==> config.mk <==
export PLATFORM = sky130hd
export DESIGN_NAME = asm_leitor_notas_flat
export DESIGN_NICKNAME = d
export VERILOG_FILES = /design/src/rtl/pkg_player.sv /design/src/rtl/asm_leitor_notas_if.sv /design/src/rtl/divisor_tempo.sv /design/src/rtl/asm_leitor_notas.sv /design/src/flat_wrapper.sv
export SDC_FILE = /design/constraint.sdc
export NUM_CORES = 1
export LEC_CHECK = 0
export CAP_MARGIN = 20
export CORE_MARGIN = 2
export CORE_UTILIZATION = 51
export DETAILED_ROUTE_END_ITERATION = 12
export PLACE_DENSITY = 0.84
export SLEW_MARGIN = 5
export SYNTH_ARGS = -nofsm -noshare
export SYNTH_HDL_FRONTEND = slang
export SYNTH_SLANG_ARGS = --single-unit
==> constraint.sdc <==
create_clock -name clk -period 2.45 [get_ports clk]
set_input_delay 0.49 -clock clk [delete_from_list [all_inputs] [get_ports clk]]
set_output_delay 0.49 -clock clk [all_outputs]
set_load 0.01 [all_outputs]
==> src/rtl/pkg_player.sv <==
// Shared types and constants for the note playback sequencer and its neighbours.
// Word layout is {note, dur}; duration sits at the bottom of the ROM word.
package pkg_player;

  typedef enum logic [2:0] {
    OCIOSO = 3'd0,
    BUSCA  = 3'd1,
    LE     = 3'd2,
    TOCA   = 3'd3,
    FIM    = 3'd4
  } estado_t;

  localparam int unsigned DUR_LSB       = 0;
  localparam int unsigned NOTE_SILENCIO = 0;

  function automatic int unsigned note_lsb(input int unsigned dur_w);
    return DUR_LSB + dur_w;
  endfunction

  // Counter width able to hold 0..n-1, never narrower than one bit.
  function automatic int unsigned cnt_width(input int unsigned n);
    return (n > 1) ? $clog2(n) : 1;
  endfunction

endpackage

==> src/rtl/asm_leitor_notas_if.sv <==
// Note ROM read bus: registered address out of the player, word back one cycle later.
interface asm_leitor_notas_if #(
  parameter int unsigned IDX_W  = 6,
  parameter int unsigned NOTE_W = 4,
  parameter int unsigned DUR_W  = 4
);

  logic [IDX_W+1:0]        mem_addr;
  logic [NOTE_W+DUR_W-1:0] mem_data;

  modport master (output mem_addr, input mem_data);
  modport slave  (input mem_addr, output mem_data);

endinterface

==> src/rtl/divisor_tempo.sv <==
// Note duration counter: counts timebase ticks into units and units down to the end of a note.
module divisor_tempo
  import pkg_player::*;
#(
  parameter int unsigned DUR_W          = 4,
  parameter int unsigned TICKS_PER_UNIT = 125
) (
  input  logic             clk,
  input  logic             reset,
  input  logic             i_clear,
  input  logic             i_load,
  input  logic [DUR_W-1:0] i_dur,
  input  logic             i_en,
  input  logic             i_pause,
  input  logic             i_tick,
  output logic             o_done
);

  localparam int unsigned       TICK_W    = cnt_width(TICKS_PER_UNIT);
  localparam logic [TICK_W-1:0] TICK_LAST = TICK_W'(TICKS_PER_UNIT - 1);

  logic [DUR_W-1:0]  r_dur_cnt;
  logic [TICK_W-1:0] r_tick_cnt;
  logic              w_avanca;
  logic              w_fim_unid;

  assign w_avanca   = i_en & ~i_pause & i_tick;
  assign w_fim_unid = w_avanca && (r_tick_cnt == TICK_LAST);
  // Last unit of the note ends this cycle; dur_cnt reaches zero only here, so it never wraps.
  assign o_done     = w_fim_unid && (r_dur_cnt == DUR_W'(1));

  always_ff @(posedge clk) begin
    if (reset || i_clear) begin
      r_dur_cnt  <= '0;
      r_tick_cnt <= '0;
    end else if (i_load) begin
      r_dur_cnt  <= i_dur;
      r_tick_cnt <= '0;
    end else if (w_fim_unid) begin
      r_dur_cnt  <= r_dur_cnt - DUR_W'(1);
      r_tick_cnt <= '0;
    end else if (w_avanca) begin
      r_tick_cnt <= r_tick_cnt + TICK_W'(1);
    end
  end

endmodule

==> src/rtl/asm_leitor_notas.sv <==
// Playback sequencer: walks the selected song in the note ROM, holding each note for its
// encoded duration and pulsing fim at the end-of-song marker or after the last word.
module asm_leitor_notas
  import pkg_player::*;
#(
  parameter int unsigned IDX_W          = 6,
  parameter int unsigned NOTE_W         = 4,
  parameter int unsigned DUR_W          = 4,
  parameter int unsigned TICKS_PER_UNIT = 125
) (
  input  logic                clk,
  input  logic                reset,
  input  logic                start,
  input  logic [1:0]          select,
  input  logic                pause,
  input  logic                tick,
  asm_leitor_notas_if.master  rom,
  output logic [NOTE_W-1:0]   nota,
  output logic                tocando,
  output logic                fim
);

  localparam int unsigned      NOTE_LSB = note_lsb(DUR_W);
  localparam int unsigned      ADDR_W   = IDX_W + 2;
  localparam logic [IDX_W-1:0] IDX_LAST = '1;
  localparam logic [NOTE_W-1:0] SILENCIO = NOTE_W'(NOTE_SILENCIO);

  estado_t           r_estado, w_estado_prox;
  logic [1:0]        r_sel, w_sel_prox;
  logic [IDX_W-1:0]  r_indice, w_indice_prox;
  logic [ADDR_W-1:0] r_mem_addr, w_mem_addr_prox;
  logic [NOTE_W-1:0] r_nota, w_nota_prox;
  logic [NOTE_W-1:0] w_note_rd;
  logic [DUR_W-1:0]  w_dur_rd;
  logic              w_load;
  logic              w_clear;
  logic              w_done;

  assign w_note_rd = rom.mem_data[NOTE_LSB +: NOTE_W];
  assign w_dur_rd  = rom.mem_data[DUR_LSB +: DUR_W];

  divisor_tempo #(
    .DUR_W          (DUR_W),
    .TICKS_PER_UNIT (TICKS_PER_UNIT)
  ) u_divisor (
    .clk     (clk),
    .reset   (reset),
    .i_clear (w_clear),
    .i_load  (w_load),
    .i_dur   (w_dur_rd),
    .i_en    (r_estado == TOCA),
    .i_pause (pause),
    .i_tick  (tick),
    .o_done  (w_done)
  );

  always_comb begin
    w_estado_prox   = r_estado;
    w_sel_prox      = r_sel;
    w_indice_prox   = r_indice;
    w_mem_addr_prox = r_mem_addr;
    w_nota_prox     = r_nota;
    w_load          = 1'b0;
    w_clear         = 1'b0;
    // start restarts from any state, including FIM, and outranks pause, tick and note end.
    if (start) begin
      w_estado_prox   = BUSCA;
      w_sel_prox      = select;
      w_indice_prox   = '0;
      w_mem_addr_prox = {select, {IDX_W{1'b0}}};
      w_nota_prox     = SILENCIO;
      w_clear         = 1'b1;
    end else begin
      unique case (r_estado)
        OCIOSO: w_estado_prox = OCIOSO;
        BUSCA:  w_estado_prox = LE;
        LE: begin
          if (w_dur_rd == '0) begin
            w_estado_prox = FIM;
            w_nota_prox   = SILENCIO;
          end else begin
            w_estado_prox = TOCA;
            w_nota_prox   = w_note_rd;
            w_load        = 1'b1;
          end
        end
        TOCA: begin
          if (w_done) begin
            if (r_indice == IDX_LAST) begin
              // Song space exhausted: stop here rather than wrap into the next song.
              w_estado_prox = FIM;
              w_nota_prox   = SILENCIO;
            end else begin
              w_estado_prox   = BUSCA;
              w_indice_prox   = r_indice + 1'b1;
              w_mem_addr_prox = {r_sel, w_indice_prox};
            end
          end
        end
        FIM:     w_estado_prox = OCIOSO;
        default: w_estado_prox = OCIOSO;
      endcase
    end
  end

  always_ff @(posedge clk) begin
    if (reset) begin
      r_estado   <= OCIOSO;
      r_sel      <= '0;
      r_indice   <= '0;
      r_mem_addr <= '0;
      r_nota     <= SILENCIO;
    end else begin
      r_estado   <= w_estado_prox;
      r_sel      <= w_sel_prox;
      r_indice   <= w_indice_prox;
      r_mem_addr <= w_mem_addr_prox;
      r_nota     <= w_nota_prox;
    end
  end

  assign rom.mem_addr = r_mem_addr;
  // The held note stays visible through the fetch gap; only an active pause silences it.
  assign nota    = (r_estado == TOCA && pause) ? SILENCIO : r_nota;
  assign tocando = (r_estado == TOCA) && !pause;
  assign fim     = (r_estado == FIM);

endmodule

==> src/flat_wrapper.sv <==
// flat-port wrapper written by rule: the top's interface ports become plain ports
module asm_leitor_notas_flat import pkg_player::*;
#(
  parameter int unsigned IDX_W          = 6,
  parameter int unsigned NOTE_W         = 4,
  parameter int unsigned DUR_W          = 4,
  parameter int unsigned TICKS_PER_UNIT = 125
)
  (clk, reset, start, select, pause, tick, nota, tocando, fim, rom_mem_addr, rom_mem_data);
  asm_leitor_notas_if #(.IDX_W(IDX_W), .NOTE_W(NOTE_W), .DUR_W(DUR_W)) rom_i ();
  input  logic clk;
  input  logic reset;
  input  logic start;
  input  logic [1:0] select;
  input  logic pause;
  input  logic tick;
  output logic [NOTE_W-1:0] nota;
  output logic tocando;
  output logic fim;
  output wire logic [$bits(rom_i.mem_addr)-1:0] rom_mem_addr;
  input wire logic [$bits(rom_i.mem_data)-1:0] rom_mem_data;
  assign rom_mem_addr = rom_i.mem_addr;
  assign rom_i.mem_data = rom_mem_data;
  asm_leitor_notas #(.IDX_W(IDX_W), .NOTE_W(NOTE_W), .DUR_W(DUR_W), .TICKS_PER_UNIT(TICKS_PER_UNIT)) u_core (.clk(clk), .reset(reset), .start(start), .select(select), .pause(pause), .tick(tick), .rom(rom_i), .nota(nota), .tocando(tocando), .fim(fim));
endmodule
---- Word level (Yosys, flattened, before mapping) ----
Index checks and enable logic that the tools add are counted.
cells by class
  add/sub/neg operators ................... 3
  eq/ne operators ......................... 11
  muxes and demuxes ....................... 20
  bitwise gates (word level) .............. 4
  reduce and logical (&&, ||, !) cells .... 16
operator list
  operator               count
  $mux W8                4
  $mux W4                6
  $mux W3                3
  $pmux W3 S3            1
  $reduce_and A3 Y1      3
  $pmux W4 S2            1
  $reduce_bool A2 Y1     4
  $add A7 B1 Y7 const B  1
  $eq A7 B7 Y1 const B   1
  $add A6 B1 Y6 const B  1
  $eq A3 B2 Y1 const B   2
  $eq A6 B6 Y1 const B   1
  $mux W1                5
  $eq A4 B1 Y1 const B   1
  $logic_and A1 B1 Y1    4
  $logic_not A4 Y1       1
  $ne A2 B1 Y1 const B   2
  $sub A4 B1 Y4 const B  1
  $eq A3 B1 Y1 const B   1
  $eq A3 B3 Y1 const B   1
  $ne A3 B2 Y1 const B   1
  $reduce_or A3 Y1       1
  $and A1 B1 Y1          2
  $ne A2 B2 Y1 const B   1
  4 further kinds        5
storage, ports and cells
  flip-flop bits (word level) ............. 28
  input port bits ......................... 15
  output and inout bits ................... 14
  logic and storage cells ................. 62

---- Depth between registers and ports, before layout ----
  depth in word-level cells ............... 8
  mapped depth ............................ 7
  depth with buffers taken out ............ 6

---- By module ----
From an unflattened synthesis, not the netlist that was laid out.
unflattened totals
  cell total of the unflattened synthesis .. 181
  area, all modules ....................... 1,584.0 µm²
by module, submodules not included
  module            instances  cells each  area an instance (µm²)  seq. area each (µm²)
  asm_leitor_notas  1          100         907.1                   340.3
  divisor_tempo     1          81          676.9                   220.2

---- Least setup slack after synthesis ----
OpenSTA, ideal clock, no wires.
  kind .................................... input to register
  from .................................... input port pause
  to ...................................... register u_core.r_indice[3]
  library setup time ...................... 0.135 ns
  arrival time ............................ 1.766 ns
  data required time ...................... 2.315 ns
  slack ................................... 0.548 ns
  stages on the path ...................... 5
  buffers on the path ..................... 1
  path through ............................ nand3b_4 -> or4_4 -> buf_2 -> o311ai_0 -> o41ai_1
between the ends
  longest elaborated chain between the ends .. 6
RTL lines
  element                             line                     source
  start: declaration                  flat_wrapper.sv:15       input logic pause;
  $not A1 Y1                          divisor_tempo.sv:27      assign w_avanca = i_en & ~i_pause & i_tick;
  $and A1 B1 Y1 (2 in series)         divisor_tempo.sv:27
  $logic_and A1 B1 Y1                 divisor_tempo.sv:28      assign w_fim_unid = w_avanca && (r_tick_cnt == TICK_LAST);
  $logic_and A1 B1 Y1                 divisor_tempo.sv:30      assign o_done = w_fim_unid && (r_dur_cnt == DUR_W'(1));
  $reduce_and A3 Y1 (no source line)  --
  end signal: assignment              asm_leitor_notas.sv:116  r_indice <= w_indice_prox;
  end: declaration                    asm_leitor_notas.sv:30   logic [IDX_W-1:0] r_indice, w_indice_prox;
Every way passes these cells.
A chain may end at the register's enable or synchronous reset.

---- Final worst setup path ----
  from .................................... input port pause
  to ...................................... output port nota[1]
between the ends
  longest elaborated chain between the ends .. 2
RTL lines
  element              line                     source
  $logic_and A1 B1 Y1  asm_leitor_notas.sv:124  assign nota = (r_estado == TOCA && pause) ? SILENCIO : r_nota;
  $mux W4              asm_leitor_notas.sv:124
  end: declaration     flat_wrapper.sv:17       output logic [NOTE_W-1:0] nota;
Every way passes these cells.

==> impl_summary.txt <==
----------------------------------------------------
[Placement]
  Cell Count Post-Placement ... 233
  DP HPWL ... 2830 um
  Routability cong. ... 0.844
  Buffers on Ports ... 28

[Routing]
  TritonRoute pass-1 iters ... 5
  Drt via density ... 6.13
  DR vias ... 1452
  Routed WL ... 3710 um
  DRC ... 0
  Starting DRC count in detailed routing ... 48
  Number of nets with antenna violations after routing ... 0
  Routed wire length per instance ... 15.6 um

[Die]
  Initial core utilization ... 0.534
  Area inside the core boundary ... 2760 um2
  DIE HEIGHT ... 57.7 um
  Die width ... 57.7 um
  Full die area ... 3330 um2
  Number of standard-cell rows in the floorplan ... 19
  Top Ports ... 29

[Clock tree]
  CTS root buffer ... clkbuf_4
  Sinks on Clock Net ... 28
  Post CTS Setup Buffer Count ... 0
  Clock Path Buffers ... 2
  TritonCTS clock tree ... built
  Clk_lat worst skew ... 0.33 ns
  Post-CTS Hold Fix Bufs ... 0
  CTS HTree Levels ... 1
  Number of gates resized after CTS ... 0
  Clock transition at the registers of the reported paths ... 0.14 ns
  Clock buffer count from CTS ... 3

[Worst setup path]
  Largest fanout of any net on the critical path ... 4
  Arrival @ worst endpoint ... 1.87 ns
  CP Launch Type ... primary input
  R2R depth ... 4
  Critical path data required time ... 1.96 ns
  Worst Setup Path Type ... in -> out
  Setup slack of the most critical reg-to-reg path ... 0.30 ns
  Crit-path most repeated cell ... clkdlybuf4s50_1
  Ordered cell list for the critical path ... clkdlybuf4s50_1, buf_4, nand2_1, and2_1, clkdlybuf4s50_1
  Crit Reg-Reg Startpoint ... u_core.r_estado[0]
  Crit. End Element ... primary output
  Delay of the slowest critical-path stage ... 0.54 ns
  Critical-path top delay cell ... clkdlybuf4s50_1
  Reg2Reg Capture Point ... u_core.r_indice[5]

[Pwr]
  Internal portion of total power ... 603 uW
  Logic gate share of total power ... 0.112
  Share of power burned in registers ... 0.599
  Switching Power ... 179 uW
  Power share of the clock group ... 0.289
  Leakage power figure ... 0.664 nW
  Switching share of power ... 0.229
  Peak ir drop on the vdd network ... 402 uV
  Power density over the cells ... 414 nW/um2

[STA]
  RSZ-0062 raised after global routing ... false
  Fin crit share ... 0.964
  Clk_skew ... 0.00568 ns
  Final count of pins violating max slew ... 0
  Slew margin rel. ... 0.700
  Worst slew pin tran ... 0.447 ns
  Final Hold Fails ... 0
  Final number of setup-violating endpoints ... 0
  Fmax ... 0.424 GHz
  Final TNS setup ... 0 ns
  Final critical delay including setup and external delays ... 2.36 ns

[Logic synthesis]
  Leading post-synthesis cells by cell area ... dfxtp_1 38%, nor2_1 4.3%, ha_1 4.3%, xnor2_1 4.2%, mux2i_1 3.4%
  Flops & latches, synth ... 28
  Nets in the synthesized netlist ... 189
  Async SR Flop Fraction ... 0
  Top-area cell type share of the netlist area ... 0.381
  Number of flops mapped to enable cells by yosys ... 0
  Post-Syn Instances ... 169
  Post-synthesis area per instance ... 8.71 um2
  Most numerous cell types in the synthesized netlist ... 28 x dfxtp_1, 17 x nor2_1, 12 x nand2_1, 9 x a21oi_1
  Most common cell in the netlist ... dfxtp_1
  Post-synth design cell area ... 1470 um2
  Unique cell type count in the Yosys netlist ... 41
  Most used DFF post-synth ... dfxtp_1
  Portion of the post-synthesis area used by sequential elements ... 0.381
  Total of warnings raised by yosys ... 0
  Leading area contributor after synthesis ... dfxtp_1

[Hold path]
  Hold Path Origin ... u_core.r_estado[2]
  Worst Hold Path Cells ... 1
  Worst hold path class ... reg -> reg
  Capture endpoint of the worst hold path ... u_core.r_estado[1]

[Cells and area]
  Fraction of final layout cells with drive strength greater than 1 ... 0.131
  Filler Cell Count ... 227
  Relative area change from synthesis to final layout ... 28.3%
  Cell Count, Final, Fillers Out ... 237
  Antenna cell count ... 0
  Number of nets in the layout ... 227

[GRT]
  Antenna violations before repair ... 0
  Total congestion overflow after global routing ... 0
  Pin count of the biggest net entering global routing ... 16
  Total global-route track usage ... 0.238
  Via count of the first global-routing pass ... 1429
  First-pass GRT wire length ... 6310 um

[Status]
  Run status ... finished, final reports clean

[Job]
  Max-capacitance violation count ... 0

----------------------------------------------------
-- cells in the final DEF (no fill, tap or decap), types with 6 or more instances in the layout --
cell type / count
xnor2_1: 7
clkdlybuf4s50_1: 28
nor2_1: 17
nor3_1: 6
nor4_1: 6
nand3_1: 7
dfxtp_1: 27
buf_4: 13
inv_1: 6
a21oi_1: 9
nand2_1: 12
-- stage by stage --
| stage | setup WS, ns | hold slack [ns] | total power [mW] | cell area [um2] | utilization |
|---|---|---|---|---|---|
| floorplan | 0.548 | 0.447 | 0.515 | 1470 | - |
| global placement | 0.111 | 0.464 | 0.562 | 1850 | 0.671 |
| detailed placement | 0.0345 | 0.482 | 0.565 | 1850 | 0.671 |
| CTS | 0.0796 | 0.503 | 0.784 | 1890 | 0.684 |
| global route | 0.00587 | 0.515 | 0.813 | 1890 | 0.685 |
| finish | 0.0891 | 0.502 | 0.782 | 1890 | 0.685 |
-- cells by family after synthesis --
group           after synthesis  synth area share
buf+inv                      14            0.0408
flops                        28             0.381
simple gates                 73             0.277
fa+ha+maj                     5            0.0425
compound gates               36             0.175
mux                           6            0.0417
xor+xnor                      7            0.0417
-- per-layer routing --
layer | track usage | share of wire | vias up
li1 | - | - | 696
met1 | 0.303 | 0.43 | 706
met2 | 0.422 | 0.51 | 45
met3 | 0.0290 | 0.046 | 5
met4 | 0.0664 | 0.010 | 0
met5 | 0 | 0 | -
-- power by group through the flow --
stage	Combinational (mW)	Sequential [mW]	Clock [mW]
after floorplan	0.0367	0.479	0
after global placement	0.0841	0.478	0
after detailed placement	0.0867	0.478	0
after CTS	0.0878	0.469	0.228
after global routing	0.0948	0.470	0.248
final	0.0878	0.469	0.226
-- sequential cells by signal, indices dropped and copies added (netlist names) --
| register | count |
|---|---|
| u_core.r_indice | 6 |
| u_core.u_divisor.r_tick_cnt | 7 |
| u_core.r_nota | 4 |
| u_core.rom.mem_addr | 2 |
| u_core.r_sel | 2 |
| u_core.r_estado | 3 |
| u_core.u_divisor.r_dur_cnt | 4 |
-- worst max path at each step --
stage | start | endpoint
floorplan | pause | u_core.r_indice[3]
global placement | tick | u_core.r_indice[4]
detailed placement | tick | u_core.r_indice[0]
CTS | pause | nota[1]
global route | pause | nota[1]
finish | pause | nota[1]
-- layout make-up --
| class | count | area [um2] | area share |
|---|---|---|---|
| Clock buffer | 4 | 36.3 | 0.0192 |
| Inverter | 6 | 22.5 | 0.0119 |
| Multi-Input combinational cell | 127 | 851 | 0.451 |
| Sequential cell | 28 | 562 | 0.298 |
| Tap cell | 31 | 38.8 | 0.0205 |
| Timing Repair Buffer | 41 | 378 | 0.200 |
-- critical path: cells and delay by family --
kind                   cells  cell delay, ns
buffers and inverters      3            1.13
and+or+nand+nor            2            0.25
No activity file was read; power rests on OpenSTA's default activity.
==> RTL change (config.mk and constraints unchanged) <==
`TICKS_PER_UNIT` is set to 125 in 3 places; all go to 250.
--- a/src/rtl/divisor_tempo.sv
+++ b/src/rtl/divisor_tempo.sv
@@ -4,5 +4,5 @@
 #(
   parameter int unsigned DUR_W          = 4,
-  parameter int unsigned TICKS_PER_UNIT = 125
+  parameter int unsigned TICKS_PER_UNIT = 250
 ) (
   input  logic             clk,
--- a/src/rtl/asm_leitor_notas.sv
+++ b/src/rtl/asm_leitor_notas.sv
@@ -7,5 +7,5 @@
   parameter int unsigned NOTE_W         = 4,
   parameter int unsigned DUR_W          = 4,
-  parameter int unsigned TICKS_PER_UNIT = 125
+  parameter int unsigned TICKS_PER_UNIT = 250
 ) (
   input  logic                clk,
--- a/src/flat_wrapper.sv
+++ b/src/flat_wrapper.sv
@@ -5,5 +5,5 @@
   parameter int unsigned NOTE_W         = 4,
   parameter int unsigned DUR_W          = 4,
-  parameter int unsigned TICKS_PER_UNIT = 125
+  parameter int unsigned TICKS_PER_UNIT = 250
 )
   (clk, reset, start, select, pause, tick, nota, tocando, fim, rom_mem_addr, rom_mem_data);
Behaviour: no difference found for any inputs over 10 cycles, from zero or initial values and one cycle with reset high; that may be too few to reach the edited logic, so the function may still have changed.
==> RTL change against the unedited design <==
  * Area after synthesis fell by 3.0%
  * Sequential cell count rose by 1
  * Sequential power rose by 3%
  * Setup slack improved by 1.6 ps
  * Synthesized cell count fell by 5.3%
  * Utilization fell by 0.091 points
  * Routed wire length fell by 11%
  * Register-to-register slack improved by 130 ps
  * Non-clock buffer count fell by 4
  * Total power rose by 9.7%
  * Final area fell by 1.9%
  * Critical path type unchanged
  * Highest routed layer unchanged
==> RTL change: results (changes against the unedited design) <==
| Metric | Value |
|---|---|
| Routed WL | `3300 um (-11%)` |
| Global-route wire length before repair | `5370 um (-15%)` |
| Fillers | `241 (+6.2%)` |
| Synth top cells by count | `dfxtp_1, nor2_1, nand2_1` |
| Multi-In Gates | `122 (-3.9%)` |
| Length of the first detailed-routing pass in iterations | `4 (-1)` |
| Overall Global Routing Usage | `0.211 (-0.0272)` |
| Clk slew on worst S/H paths | `90 ps (-50 ps)` |
| Routed wl met2 | `1660 um (-13%)` |
| Post-Syn Nets | `180 (-4.8%)` |
| Vias per inst | `5.65 (-7.7%)` |
| Via count | `1,306 (-10%)` |
| Routed met3 length | `156 um (-8.8%)` |
| Sequential area share after synthesis | `0.407 (+0.0257)` |
| Clk_skew | `11.7 ps (+6.02 ps)` |
| Vias in the first global route | `1,246 (-13%)` |
| DR iter-0 viols | `50 (+4.2%)` |
| M1 WL | `1440 um (-10%)` |
| Power Density | `463 nW/um2 (+12%)` |
| Mapped Cells | `160 (-5.3%)` |
| Synth cell types | `37 (-9.8%)` |
| Inverters excl. clock | `5 (-1)` |
| Fin util | `0.684 (-0.000915)` |
| Status | `finished, final reports clean` |
| M2 GR Usage | `0.346 (-0.0756)` |
| Num CTS Buffers | `5 (+2)` |
| Share of cells above drive strength 1 | `0.125 (-0.00607)` |
| Clock network area share | `0.0297 (+0.0105)` |
| Synth top area cells | `dfxtp_1, nor2_1, ha_1, xor2_1, mux2i_1` |
| Met3 usage | `0.0668 (+0.0378)` |
| Fraction of area in multi-input gates | `0.438 (-0.0124)` |
| Switching Fraction | `0.235 (+0.00584)` |
| H-tree levels | `2 (+1)` |
| Core area | `2710 um2 (-1.7%)` |
| Routability cong. | `0.760 (-10%)` |
| Placed cell area | `1780 um2 (-3.7%)` |
| Clock power frac | `0.345 (+0.056)` |
| GR Util met1 | `0.255 (-0.0473)` |
## RTL change: kinds of logic (layout without fill, tap and decap cells)
kind of cell / after synthesis / in the layout / share of synthesized area
AOI/OAI and AO/OA: 25 / 25 / 0.113
muxes: 5 / 5 / 0.0351
adders and majority gates: 5 / 5 / 0.0438
xor gates and xnor gates: 11 / 11 / 0.0675
and+or+nand+nor: 76 / 76 / 0.309
buffers and inverters: 9 / 49 / 0.0245
DFF: 29 / 29 / 0.407
## RTL change: final timing paths
check / startpoint / end / slack [ps] / cells after the start
setup / recovery: pause / nota[3] / 90 / 4
hold / removal: u_core.r_nota[3]$_SDFFE_PP0P_ / u_core.r_nota[3]$_SDFFE_PP0P_ / 490 / 2
setup reg to reg: u_core.u_divisor.r_tick_cnt[0]$_SDFFE_PP0P_ / u_core.r_indice[3]$_SDFFE_PP0P_ / 430 / 7
hold reg to reg: u_core.r_nota[3]$_SDFFE_PP0P_ / u_core.r_nota[3]$_SDFFE_PP0P_ / 490 / 2
